File: src/rtl/alu_pkg.sv
// Shared definitions for the ALU issue sequencer: operation codes, FSM states
// and the legal-opcode decoder.
package alu_pkg;

  localparam int DATA_W = 32;
  localparam int SEL_W  = 6;
  localparam int CNT_W  = 4;

  localparam logic [SEL_W-1:0] SEL_ADD = 6'h20;
  localparam logic [SEL_W-1:0] SEL_SUB = 6'h22;
  localparam logic [SEL_W-1:0] SEL_AND = 6'h24;
  localparam logic [SEL_W-1:0] SEL_OR  = 6'h25;
  localparam logic [SEL_W-1:0] SEL_SLT = 6'h2A;

  typedef enum logic [1:0] {
    ST_IDLE  = 2'd0,
    ST_DRIVE = 2'd1,
    ST_RESP  = 2'd2
  } state_t;

  // True for the five opcodes the ALU implements.
  function automatic logic sel_is_legal(input logic [SEL_W-1:0] sel);
    logic ok;
    case (sel)
      SEL_ADD, SEL_SUB, SEL_AND, SEL_OR, SEL_SLT: ok = 1'b1;
      default:                                    ok = 1'b0;
    endcase
    return ok;
  endfunction

endpackage

File: src/rtl/alu32_sequencer.sv
// Issue-side controller for the combinational 32-bit ripple ALU: accepts a
// request, holds the ALU pins stable for SETTLE_CYCLES, captures the result
// and flags, and returns them over a valid/ready response channel.
module alu32_sequencer
  import alu_pkg::*;
#(
  parameter int SETTLE_CYCLES = 2
) (
  input  logic              clk,
  input  logic              reset,
  input  logic              req_valid,
  output logic              req_ready,
  input  logic [DATA_W-1:0] req_a,
  input  logic [DATA_W-1:0] req_b,
  input  logic [SEL_W-1:0]  req_sel,
  output logic [DATA_W-1:0] alu_a,
  output logic [DATA_W-1:0] alu_b,
  output logic [SEL_W-1:0]  alu_sel,
  output logic              alu_c_in,
  input  logic [DATA_W-1:0] alu_sum,
  input  logic              alu_c_out,
  output logic              rsp_valid,
  input  logic              rsp_ready,
  output logic [DATA_W-1:0] rsp_result,
  output logic              rsp_zero,
  output logic              rsp_carry,
  output logic              rsp_ovf,
  output logic              rsp_err
);

  // Counter preload: the DRIVE state lasts exactly SETTLE_CYCLES cycles.
  localparam logic [CNT_W-1:0] CNT_LOAD = CNT_W'(SETTLE_CYCLES - 1);

  state_t              r_state;
  state_t              w_state_nxt;
  logic [CNT_W-1:0]    r_cnt;
  logic [DATA_W-1:0]   r_alu_a;
  logic [DATA_W-1:0]   r_alu_b;
  logic [SEL_W-1:0]    r_alu_sel;
  logic [DATA_W-1:0]   r_result;
  logic                r_zero;
  logic                r_carry;
  logic                r_ovf;
  logic                r_err;
  logic                w_accept;
  logic                w_legal;
  logic                w_capture;
  logic                w_rsp_fire;

  // Signed overflow: ADD overflows when like-signed operands give a result of
  // the other sign; SUB when unlike-signed operands flip the sign of A.
  function automatic logic calc_ovf(input logic [SEL_W-1:0] sel,
                                    input logic signed [DATA_W-1:0] a,
                                    input logic signed [DATA_W-1:0] b,
                                    input logic signed [DATA_W-1:0] sum);
    logic ovf;
    case (sel)
      SEL_ADD: ovf = (a[DATA_W-1] == b[DATA_W-1]) && (sum[DATA_W-1] != a[DATA_W-1]);
      SEL_SUB: ovf = (a[DATA_W-1] != b[DATA_W-1]) && (sum[DATA_W-1] != a[DATA_W-1]);
      default: ovf = 1'b0;
    endcase
    return ovf;
  endfunction

  // Carry is only meaningful for ADD/SUB; SLT also uses the adder but its
  // carry-out is an internal detail and is masked.
  function automatic logic calc_carry(input logic [SEL_W-1:0] sel, input logic c_out);
    return ((sel == SEL_ADD) || (sel == SEL_SUB)) ? c_out : 1'b0;
  endfunction

  assign w_accept   = (r_state == ST_IDLE) && req_valid;
  assign w_legal    = sel_is_legal(req_sel);
  assign w_capture  = (r_state == ST_DRIVE) && (r_cnt == '0);
  assign w_rsp_fire = (r_state == ST_RESP) && rsp_ready;

  assign req_ready  = (r_state == ST_IDLE);
  assign rsp_valid  = (r_state == ST_RESP);
  assign alu_a      = r_alu_a;
  assign alu_b      = r_alu_b;
  assign alu_sel    = r_alu_sel;
  assign alu_c_in   = r_alu_sel[1];
  assign rsp_result = r_result;
  assign rsp_zero   = r_zero;
  assign rsp_carry  = r_carry;
  assign rsp_ovf    = r_ovf;
  assign rsp_err    = r_err;

  // State register.
  always_ff @(posedge clk or posedge reset) begin
    if (reset) r_state <= ST_IDLE;
    else       r_state <= w_state_nxt;
  end

  // Next-state decode.
  always_comb begin
    w_state_nxt = r_state;
    case (r_state)
      ST_IDLE:  if (w_accept)   w_state_nxt = w_legal ? ST_DRIVE : ST_RESP;
      ST_DRIVE: if (w_capture)  w_state_nxt = ST_RESP;
      ST_RESP:  if (w_rsp_fire) w_state_nxt = ST_IDLE;
      default:                  w_state_nxt = ST_IDLE;
    endcase
  end

  // Settle counter: preloaded on a legal accept, counts down through DRIVE.
  always_ff @(posedge clk or posedge reset) begin
    if (reset) begin
      r_cnt <= '0;
    end else if (w_accept && w_legal) begin
      r_cnt <= CNT_LOAD;
    end else if ((r_state == ST_DRIVE) && (r_cnt != '0)) begin
      r_cnt <= r_cnt - 1'b1;
    end
  end

  // Stage p0: ALU pin registers, loaded only by a legal accept so that the
  // pins never move for an illegal request or outside DRIVE.
  always_ff @(posedge clk or posedge reset) begin
    if (reset) begin
      r_alu_a   <= '0;
      r_alu_b   <= '0;
      r_alu_sel <= '0;
    end else if (w_accept && w_legal) begin
      r_alu_a   <= req_a;
      r_alu_b   <= req_b;
      r_alu_sel <= req_sel;
    end
  end

  // Stage p1: response capture, either the settled ALU outputs or an error.
  always_ff @(posedge clk or posedge reset) begin
    if (reset) begin
      r_result <= '0;
      r_zero   <= 1'b0;
      r_carry  <= 1'b0;
      r_ovf    <= 1'b0;
      r_err    <= 1'b0;
    end else if (w_accept && !w_legal) begin
      r_result <= '0;
      r_zero   <= 1'b0;
      r_carry  <= 1'b0;
      r_ovf    <= 1'b0;
      r_err    <= 1'b1;
    end else if (w_capture) begin
      r_result <= alu_sum;
      r_zero   <= (alu_sum == '0);
      r_carry  <= calc_carry(r_alu_sel, alu_c_out);
      r_ovf    <= calc_ovf(r_alu_sel, r_alu_a, r_alu_b, alu_sum);
      r_err    <= 1'b0;
    end
  end

endmodule

File: config.mk
export PLATFORM = sky130hd
export DESIGN_NAME = alu32_sequencer
export DESIGN_NICKNAME = d
export VERILOG_FILES = /design/src/rtl/alu_pkg.sv /design/src/rtl/alu32_sequencer.sv
export SDC_FILE = /design/constraint.sdc
export NUM_CORES = 1
export LEC_CHECK = 0
export CORE_MARGIN = 2
export CORE_UTILIZATION = 50
export DETAILED_ROUTE_END_ITERATION = 10
export DONT_BUFFER_PORTS = 1
export PLACE_DENSITY = 0.7
export SLEW_MARGIN = 0
export SYNTH_ARGS = -nofsm -noshare
export SYNTH_HDL_FRONTEND = slang
export SYNTH_SLANG_ARGS = --single-unit
File: constraint.sdc
create_clock -name clk -period 6 [get_ports clk]
set_input_delay 1.8 -clock clk [delete_from_list [all_inputs] [get_ports clk]]
set_output_delay 1.8 -clock clk [all_outputs]
set_load 0.005 [all_outputs]
## Word-level counts from Yosys, hierarchy flattened

Cells that the tools add are included.

- Input port bits: 107
- Memories kept: 0
- Word-level logic and storage cells: 64
- Register bits after elaboration: 112
- Latch bits: 0
- Output and inout port bits: 109
- Bits in writable memories: 0
- Memory bits (read-only): 0

- Muxes and demuxes: 20
- Reductions and logical operators: 18
- Multiply operators: 0
- Shifts and indexed selects: 0
- Equal/unequal tests: 15
- Order comparisons: 0
- Add/sub/neg operators: 1
- Div/mod/pow operators: 0
- Bitwise logic cells: 0

Operators with widths:

| kind | number |
|---|---|
| 32-bit two-way mux | 2 |
| 6-bit == test, second input constant | 7 |
| 32-bit zero test | 1 |
| 1-bit two-way mux | 10 |
| 1-bit logical AND | 8 |
| 2-bit two-way mux | 4 |
| 4-bit two-way mux | 2 |
| 2-bit one-hot mux with 3 select lines | 1 |
| 5-bit OR reduction | 1 |
| 4-bit zero test | 1 |
| 2-bit by 1-bit != test with 1-bit output, second input constant | 2 |
| 2-bit nonzero test | 2 |
| 4-bit nonzero test | 1 |
| 4-bit by 1-bit subtractor with 4-bit output, second input constant | 1 |
| 3-bit AND reduction | 1 |
| 2-bit by 1-bit == test with 1-bit output, second input constant | 1 |
| 2-bit == test, second input constant | 1 |
| 2-bit zero test | 1 |
| 1-bit != test | 2 |
| 2-bit != test, second input constant | 1 |
| 1-bit one-hot mux with 2 select lines | 1 |
| 1-bit == test | 1 |
| 1-bit zero test | 1 |
| 1-bit logical OR | 1 |

## Depth between registers and ports, before layout

Gate-level depths: netlist of the first run.

- Depth after elaboration: 6
- Depth in mapped cells: 8
- Depth with buffers taken out: 6

## Worst setup path before layout of the first run

Ideal clock, no wire load.

- Kind: input-to-reg
- Start point: in req_sel[2]
- End point: reg r_alu_a[0], in the netlist alu_a[0]
- Buffers on the path: 2
- Arrival time: 2.908 ns
- Setup slack: 2.968 ns
- Stages: 6
- Required time: 5.875 ns
- Cells stage by stage: mux2i_1 -> nand4b_1 -> or2_1 -> buf_2 -> buf_4 -> mux2_2

- Word-level cells in the longest chain between the ends: 4
- Elaborated cells between the ends (all ways): 8

Ends and longest elaborated chain:

| item | line | RTL |
|---|---|---|
| start, declared | alu32_sequencer.sv:15 | `input logic [SEL_W-1:0] req_sel,` |
| 6-bit == test | alu_pkg.sv:24 | `case (sel)` |
| 5-bit OR reduction (*) | alu_pkg.sv:24 |  |
| 1-bit two-way mux (*) | alu_pkg.sv:24 |  |
| 1-bit logical AND (*) | alu32_sequencer.sv:123 | `end else if (w_accept && w_legal) begin` |
| end signal, assigned | alu32_sequencer.sv:124 | `r_alu_a <= req_a;` |
| end, declared | alu32_sequencer.sv:37 | `logic [DATA_W-1:0] r_alu_a;` |

Mark *: on every way between the ends. The rest lies on a longest branch, timed or not.
A chain may end at the register's enable or synchronous reset.

## Worst setup path in the final report of the first run

- Start point: in req_sel[1]
- End point: reg r_alu_b[27], in the netlist alu_b[27]

- Word-level cells in the longest chain between the ends: 4
- Elaborated cells between the ends (all ways): 8

Ends and longest elaborated chain:

| item | line | RTL |
|---|---|---|
| 6-bit == test | alu_pkg.sv:24 |  |
| 5-bit OR reduction (*) | alu_pkg.sv:24 |  |
| 1-bit two-way mux (*) | alu_pkg.sv:24 |  |
| 1-bit logical AND (*) | alu32_sequencer.sv:123 |  |
| end signal, assigned | alu32_sequencer.sv:125 | `r_alu_b <= req_b;` |
| end, declared | alu32_sequencer.sv:38 | `logic [DATA_W-1:0] r_alu_b;` |

Marked as above.

==> summary by stage, run 1 <==
Placement
The number of placed instances, taps included, is 448. The quantity of I/O buffers inserted on ports is 0. Routability-driven placement finished with a final weighted congestion of 0.770. The estimated wirelength of the detail-placed design is 6.84 mm.

Power and ir drop
The power per cell area is 401 nW/um^2. The total design power is 1.88 mW. The largest voltage drop on the vdd net is 217 uV. In this run, flip-flops and latches consume 62.3% of the power. The analysis attributes to net switching a power of 0.558 mW. The internal portion of the total power is 1.33 mW.

The power share of the combinational group is 17.3%. The clock share of power is 20.4%. The net switching share of the total power is 29.6%.

The leakage power figure is 2.10 nW.

Setup path
The data required time at the worst endpoint is 6.24 ns. The category of the most critical setup path is in2reg. The endpoint identified for the worst register-to-register timing path is alu_b[27]. Setup slack on the worst reg-to-reg path comes out at 3.90 ns. The slowest stage of the critical path is the buf_4 cell. The family with the most delay on the worst path is buffers and inverters. Along the worst path, the maximum fanout reaches 65. The instance count on the critical path is 5.

The startpoint of the most critical register-to-register path is r_state[0]. The critical path starts at req_sel[1]. The maximum single-stage delay on the critical path is 0.65 ns. The end point of the critical path is alu_b[27]. Walking the worst path, the cells encountered are nand2b_1 -> nand4b_1 -> or2_2 -> buf_4 -> mux2_2.

Together, buffers and inverters on the worst path number 1. The arrival time reported for the critical path endpoint is 3.41 ns. The endpoint class of the critical path is a register. The length in cells of the worst reg-to-reg path is 5. The sort of element at the start of the critical path is an input port.

Floorplanning
After floorplanning, the core was sized to cover 8720 um^2. The die is 98.7 um tall. The number of top-level pins is 216. The effective utilization at floorplan is 51.4%.

The floorplan step defined a die boundary enclosing 9740 um^2. The die extent in x is 98.7 um. The floorplan has 34 rows.

Clock network
The clock tree from TritonCTS is built. The total of cells resized after clock tree synthesis is 0. The later-pin clock latency in the skew report is 0.36 ns. The H-tree generated during clock tree synthesis spans 3 levels. The cell sitting at the root of the clock tree is a clkbuf_8.

The deepest clock path buffer count is 2. Clock-pin slew was measured on the worst setup and hold paths at 0.09 ns. In this run, CTS created clock tree buffers numbering 9. The tree built by TritonCTS fans out to 112 sinks.

In this run the post-CTS setup repair buffer count came out at 0. The total of hold buffers inserted after clock tree synthesis is 0.

Synth
The cell count after synthesis is 357. The net count after synthesis is 466. The number of synthesized flops with an enable pin is 0. In this run the biggest area consumer among cell types represents 62.5% of the synthesized area. The cell type contributing the most total cell area after synthesis is dfrtp_1. Sequential cells were found to cover 62.5% of the synthesized design area. In the post-synthesis netlist, the biggest area contributors are dfrtp_1 63%, mux2_2 17%, nand2_1 6.0%.

For this run, asynchronously set or reset flops after synthesis account for 100%. The count of cell types in the netlist is 31. For this run, the leading register cell type out of synthesis is dfrtp_1. During synthesis, Yosys emitted a total of 0 warnings. Counting instances in the post-synthesis netlist gives the leading cell types as 112 x dfrtp_1, 72 x nand2_1, 68 x mux2_2. The cell area after synthesis is 4480 um^2.

The number of synthesized register bits is 112. The cell with the most instances after synthesis is dfrtp_1. The mean instance size in the synthesized netlist is 12.6 um^2.

Global route
The global-route usage over all layers is 19.1%. The total overflow left after global routing is 0. The number of antenna violations at the first check in global routing is 0. The largest net degree at the start of global routing is 73. The first global-routing pass estimated 14.6 mm of wire.

The via count of the first global-routing pass is 2865.

STA
Setup repair after global routing left no endpoint under its margin. Hold is met by 0.540 ns. The number of slew-limit violations in the final report is 0. The worst path uses 52.9% of the clock period. The total negative slack for setup checks is 0 ns. The slew at the pin with the worst max-slew slack is 0.853 ns. The minimum clock period after layout is 3.17 ns.

Based on the critical path, the design can be clocked at up to 0.315 GHz. The final setup violation count is 0. The final count of hold timing violations is 0. The normalized max-slew margin is 43.1%.

Clock skew on the completed layout was measured at 0.0208 ns.

Cells and area
The antenna diode count is 0. Of the cells placed in the final design, the portion with a size suffix greater than 1 is 26.6%. The number of nets in the layout is 460. Compared with the post-synthesis result, the final layout area differs by 4.86%. Counting the fill cells in the layout gives 738. In the final layout, the multi-input gates occupy 1560 um^2. The post-route non-filler standard cell count is 462. The area used by sequential logic in the layout is 2800 um^2.

Routing
In the routed design, unresolved DRC markers number 0. For this block, the via count after detailed routing is 2659. The iteration count of the initial detailed-routing pass is 4.

In the routed layout, each cell is associated on average with a via count of 5.76. The remaining number of nets flagged by the antenna check after routing is 0. The wire length per cell after detailed routing is 20.2 um.

In this run, the number of DRC markers left after iteration 0 of detailed routing was 92. Wires add up to 9.31 mm.

Hold path
In this run the worst hold path is classified as reg2reg. In this run the most critical hold path is launched from alu_b[19].

Status
The run finished with clean final reports.

Run
Across the run, the number of max-cap violations was 0.
layer usage:
metal | vias up | share of wire (%) | GRT usage [%]
met5 | - | 0 | 0
met4 | 0 | 1.7 | 6.74
met3 | 12 | 12 | 8.87
met2 | 161 | 49 | 31.3
met1 | 1298 | 37 | 22.2
li1 | 1188 | - | -
sequential cells by signal, indices dropped and copies added, names as in the netlist:
name        count
alu_b          32
alu_sel         6
rsp_ovf         1
rsp_result     32
rsp_carry       1
r_state         2
rsp_err         1
r_cnt           4
alu_a          32
rsp_zero        1
power by group through the flow:
| stage | sequential, mW | combinational, mW | clock (mW) |
|---|---|---|---|
| CTS | 1.18 | 0.331 | 0.399 |
| finish | 1.17 | 0.326 | 0.383 |
| detailed placement | 1.19 | 0.329 | 0 |
| global placement | 1.19 | 0.309 | 0 |
| global route | 1.20 | 0.365 | 0.429 |
| floorplan | 1.12 | 0.290 | 0 |
final cells by class:
type	count	share of cell area [%]
clock buffers	10	2.71
inverters	4	0.373
clock inverters	4	0.692
well taps	108	2.87
multi-input cells	220	33.1
flip-flops and latches	112	59.6
repair buffers	4	0.639
cell usage in the layout, fill, tap and decap left out, types with 2 or more instances in the layout:
cell type and instances:
nor2b_2 2, nand3_1 2, a21oi_1 34, mux2i_1 2
nor4_1 9, buf_4 4, xnor2_1 4, clkbuf_8 9
inv_1 3, mux2_2 68, dfrtp_1 112, nand2b_1 4
nand2_1 72, ha_1 2, and2_1 4, clkinvlp_4 2
nand4_1 4
per-stage QoR:
step                util, %  area, um^2  setup slack [ns]
finish                 53.9        4700              2.83
global route           53.9        4700              2.77
CTS                    53.9        4700              2.85
detailed placement     52.1        4540              2.47
global placement       52.1        4540              2.54
floorplan                 -        4480              1.24
cells by family (layout without fill, tap and decap cells):
kind of cell / after synthesis / count (layout) / synth area share, %
buffers and inverters: 25 / 22 / 2.90
AND/OR/NAND/NOR: 106 / 106 / 11.1
flip-flops: 112 / 112 / 62.5
XOR/XNOR: 4 / 4 / 0.781
adder cells (fa/ha/maj): 2 / 2 / 0.558
multiplexers: 70 / 70 / 17.5
AO/OA/AOI/OAI: 38 / 38 / 4.58
how the worst min path moves through the flow:
stage	depth (start not counted)	slack, ns	end
after global placement	1	0.51	rsp_err
after global routing	1	0.56	alu_b[6]
final	1	0.54	alu_b[19]
after CTS	1	0.55	alu_b[19]
after floorplan	1	0.47	rsp_err
after detailed placement	1	0.52	alu_a[10]
Power figures use the tool's default switching activity.
==> run 2: changes to the inputs <==
--- a/config.mk
+++ b/config.mk
@@ -9,7 +9,7 @@
 export CORE_UTILIZATION = 50
 export DETAILED_ROUTE_END_ITERATION = 10
 export DONT_BUFFER_PORTS = 1
-export PLACE_DENSITY = 0.7
+export PLACE_DENSITY = 0.73
 export SLEW_MARGIN = 0
 export SYNTH_ARGS = -nofsm -noshare
 export SYNTH_HDL_FRONTEND = slang
==> constraint.sdc (replaced) <==
create_clock -name clk -period 2.7 [get_ports clk]
set_input_delay 0.81 -clock clk [delete_from_list [all_inputs] [get_ports clk]]
set_output_delay 0.81 -clock clk [all_outputs]
set_load 0.005 [all_outputs]
==> summary by stage, run 2 (synthesized netlist as in run 1, its figures left out) <==
Setup path
By startpoint and endpoint, the worst setup path is classified as reg2reg. The maximum fanout encountered on the critical timing path is 37. The largest single stage delay on the critical path is 0.46 ns. STA classifies the critical path startpoint as a register. The cell with the largest stage delay on the worst path is or3_4.

The endpoint class of the critical path is a register. In this design, the largest share of critical-path delay is due to simple AND/OR/NAND/NOR gates. The data required time at the worst endpoint is 2.98 ns.

The signal on the critical path passes through inv_1 -> ha_1 -> or3b_4 -> nand2b_4 -> or3_4 -> a21oi_2. The arrival time reported for the critical path endpoint is 2.34 ns. The critical path buffer and inverter count is 1.

Global route
The via count of the first global-routing pass is 2786. Entering global routing, the biggest net connects 64 pins. The leftover overflow at the end of global routing is 0. The first-pass GRT wire length is 14.0 mm. Global routing used 18.2% of the available tracks across all layers. The number of antenna violations at the first check in global routing is 0.

STA
The final worst-path setup slack is 0.636 ns. The worst path in the final design needs a cycle of 2.06 ns, including I/O delays and setup. Setup violations remaining at the end of the flow were counted as 0. The number of slew-limit violations in the final report was 0. The tightest hold margin is 0.385 ns. The normalized max-slew margin is 59.0%. The final count of hold timing violations is 0. For the pin with the worst max-slew slack, the measured transition is 0.614 ns. The worst clock skew is 0.0208 ns.

Setup repair after global routing left no endpoint under its margin. Dividing the final minimum period by the clock period gives 76.5%. Setup total negative slack on the finished layout was measured at 0 ns.

Static timing analysis puts the maximum clock frequency at 0.484 GHz.

Floorplanning
In this run the standard cell core region covers 8720 um^2. In this run the core area contains 34 standard-cell rows. The chip height is 98.7 um. For this configuration, the core starts out at a cell density of 51.4%. The die covers 9740 um^2. Measured along the x axis, the die boundary spans 98.7 um.

The number of top-level pins is 216.

Power and ir drop
The share of total power dissipated in combinational logic is 16.9%. The power per cell area is 907 nW/um^2. The clock share of power is 23.1%.

Per report_power, the sequential group accounts for 60.0% of the total. The switching power of the nets is 1.26 mW. The total internal power is 3.08 mW. The worst-case IR drop observed on VDD is 533 uV. Net switching is 29.0% of the power. The leakage power figure is 2.14 nW.

Routing
For this run, design rule violations remaining after detail routing come to 0. Wires add up to 8.98 mm. The iteration-0 DRC count of the detailed router is 90.

The final route contains 2601 vias. The vias per cell is 5.59. The remaining number of nets flagged by the antenna check after routing is 0. The iteration count of the initial detailed-routing pass is 4.

Dividing the detail-routed wire length by the instance count gives 19.3 um.

Cells and area
Of the cells placed in the final design, the portion with a size suffix greater than 1 is 27.5%. Leaving out fill and tap cells, the most frequent cells in the layout are 112 x dfrtp_1, 72 x nand2_1, 68 x mux2_2, 34 x a21oi_1, 10 x clkbuf_8. The number of fillers in the final layout is 748.

The area growth from synthesis to final layout is 6.75%. Once layout is complete, the utilization of the core stands at 54.9%. The post-route non-filler standard cell count is 465.

The most frequent standard cell in the layout excluding fill and tap cells is dfrtp_1. The number of nets in the layout is 462. The number of antenna diodes in the final layout is 0.

Run
The max capacitance violation total is 0.

Clock network
Clock tree synthesis found a total of 112 sinks. The clock tree from TritonCTS is built. Clock-pin slew was measured on the worst setup and hold paths at 0.10 ns. The later-pin clock latency in the skew report is 0.36 ns. Gates resized during post-CTS repair numbered 0.

The H-tree was split into 3 levels. The cell at the root of the clock tree is clkbuf_8. The deepest clock path buffer count is 2. The total of hold buffers inserted after clock tree synthesis is 0.

Counting the buffers created by CTS gives 9. Once the clock tree was built, the setup fixing pass inserted 0 buffers.

Placement
In this run the tool buffered the top-level ports with 0 buffer cells. The estimated wirelength of the detail-placed design is 6.61 mm. The cell count after placement is 450. The post-place setup slack is 0.421 ns. Routability-driven placement finished with a final weighted congestion of 0.806.

Hold path
The path class of the lowest-slack min-delay path is in2async.

Status
The run finished with clean final reports.
[run 2: changes by cell type in the layout (fill, tap and decap cells not counted), sizes merged]
cell / delta
bufinv: +1
clkinv: +1
inv: -1
buf: +2
[run 2: power by group through the flow]
stage | Sequential (mW) | Clock (mW) | Combinational, mW
finish | 2.60 | 1.00 | 0.734
global route | 2.67 | 1.11 | 0.816
CTS | 2.62 | 1.04 | 0.747
detailed placement | 2.64 | 0 | 0.750
global placement | 2.64 | 0 | 0.699
floorplan | 2.50 | 0 | 0.644
[run 2: layout make-up]
| type | instances | area, um^2 | area share, % |
|---|---|---|---|
| clock inverters | 5 | 66.3 | 1.39 |
| clock buffers | 10 | 138 | 2.88 |
| flip-flops and latches | 112 | 2800 | 58.6 |
| inverters | 4 | 18.8 | 0.392 |
| repair buffers | 6 | 70.1 | 1.46 |
| multi-input cells | 220 | 1560 | 32.5 |
| well taps | 108 | 135 | 2.82 |
[run 2: per-layer routing]
layer | vias to the layer above | track usage (%) | part of all wire [%]
li1 | 1194 | - | -
met1 | 1255 | 21.5 | 39
met2 | 143 | 30.6 | 50
met3 | 9 | 7.02 | 9.8
met4 | 0 | 6.22 | 1.3
met5 | - | 0 | 0
[run 2: path summary, 6_finish.rpt]
| kind | start | endpoint | depth (start not counted) | slack, ns |
|---|---|---|---|---|
| setup / recovery | r_cnt[0] | rsp_zero | 6 | 0.64 |
| hold / removal | reset | alu_b[17] | 1 | 0.38 |
| setup reg to reg | r_cnt[0] | rsp_zero | 6 | 0.64 |
| hold reg to reg | rsp_err | rsp_err | 1 | 0.53 |
| max in group asynchronous | reset | alu_a[24] | 2 | 1.59 |
| min in group clk | rsp_err | rsp_err | 1 | 0.53 |
[run 2: metrics by stage]
step,total power [mW],cell area (um^2)
2_1_floorplan,3.14,4490
4_1_cts,4.40,4790
6_report,4.34,4790
3_3_place_gp,3.34,4580
5_1_grt,4.59,4790
3_5_place_dp,3.39,4580
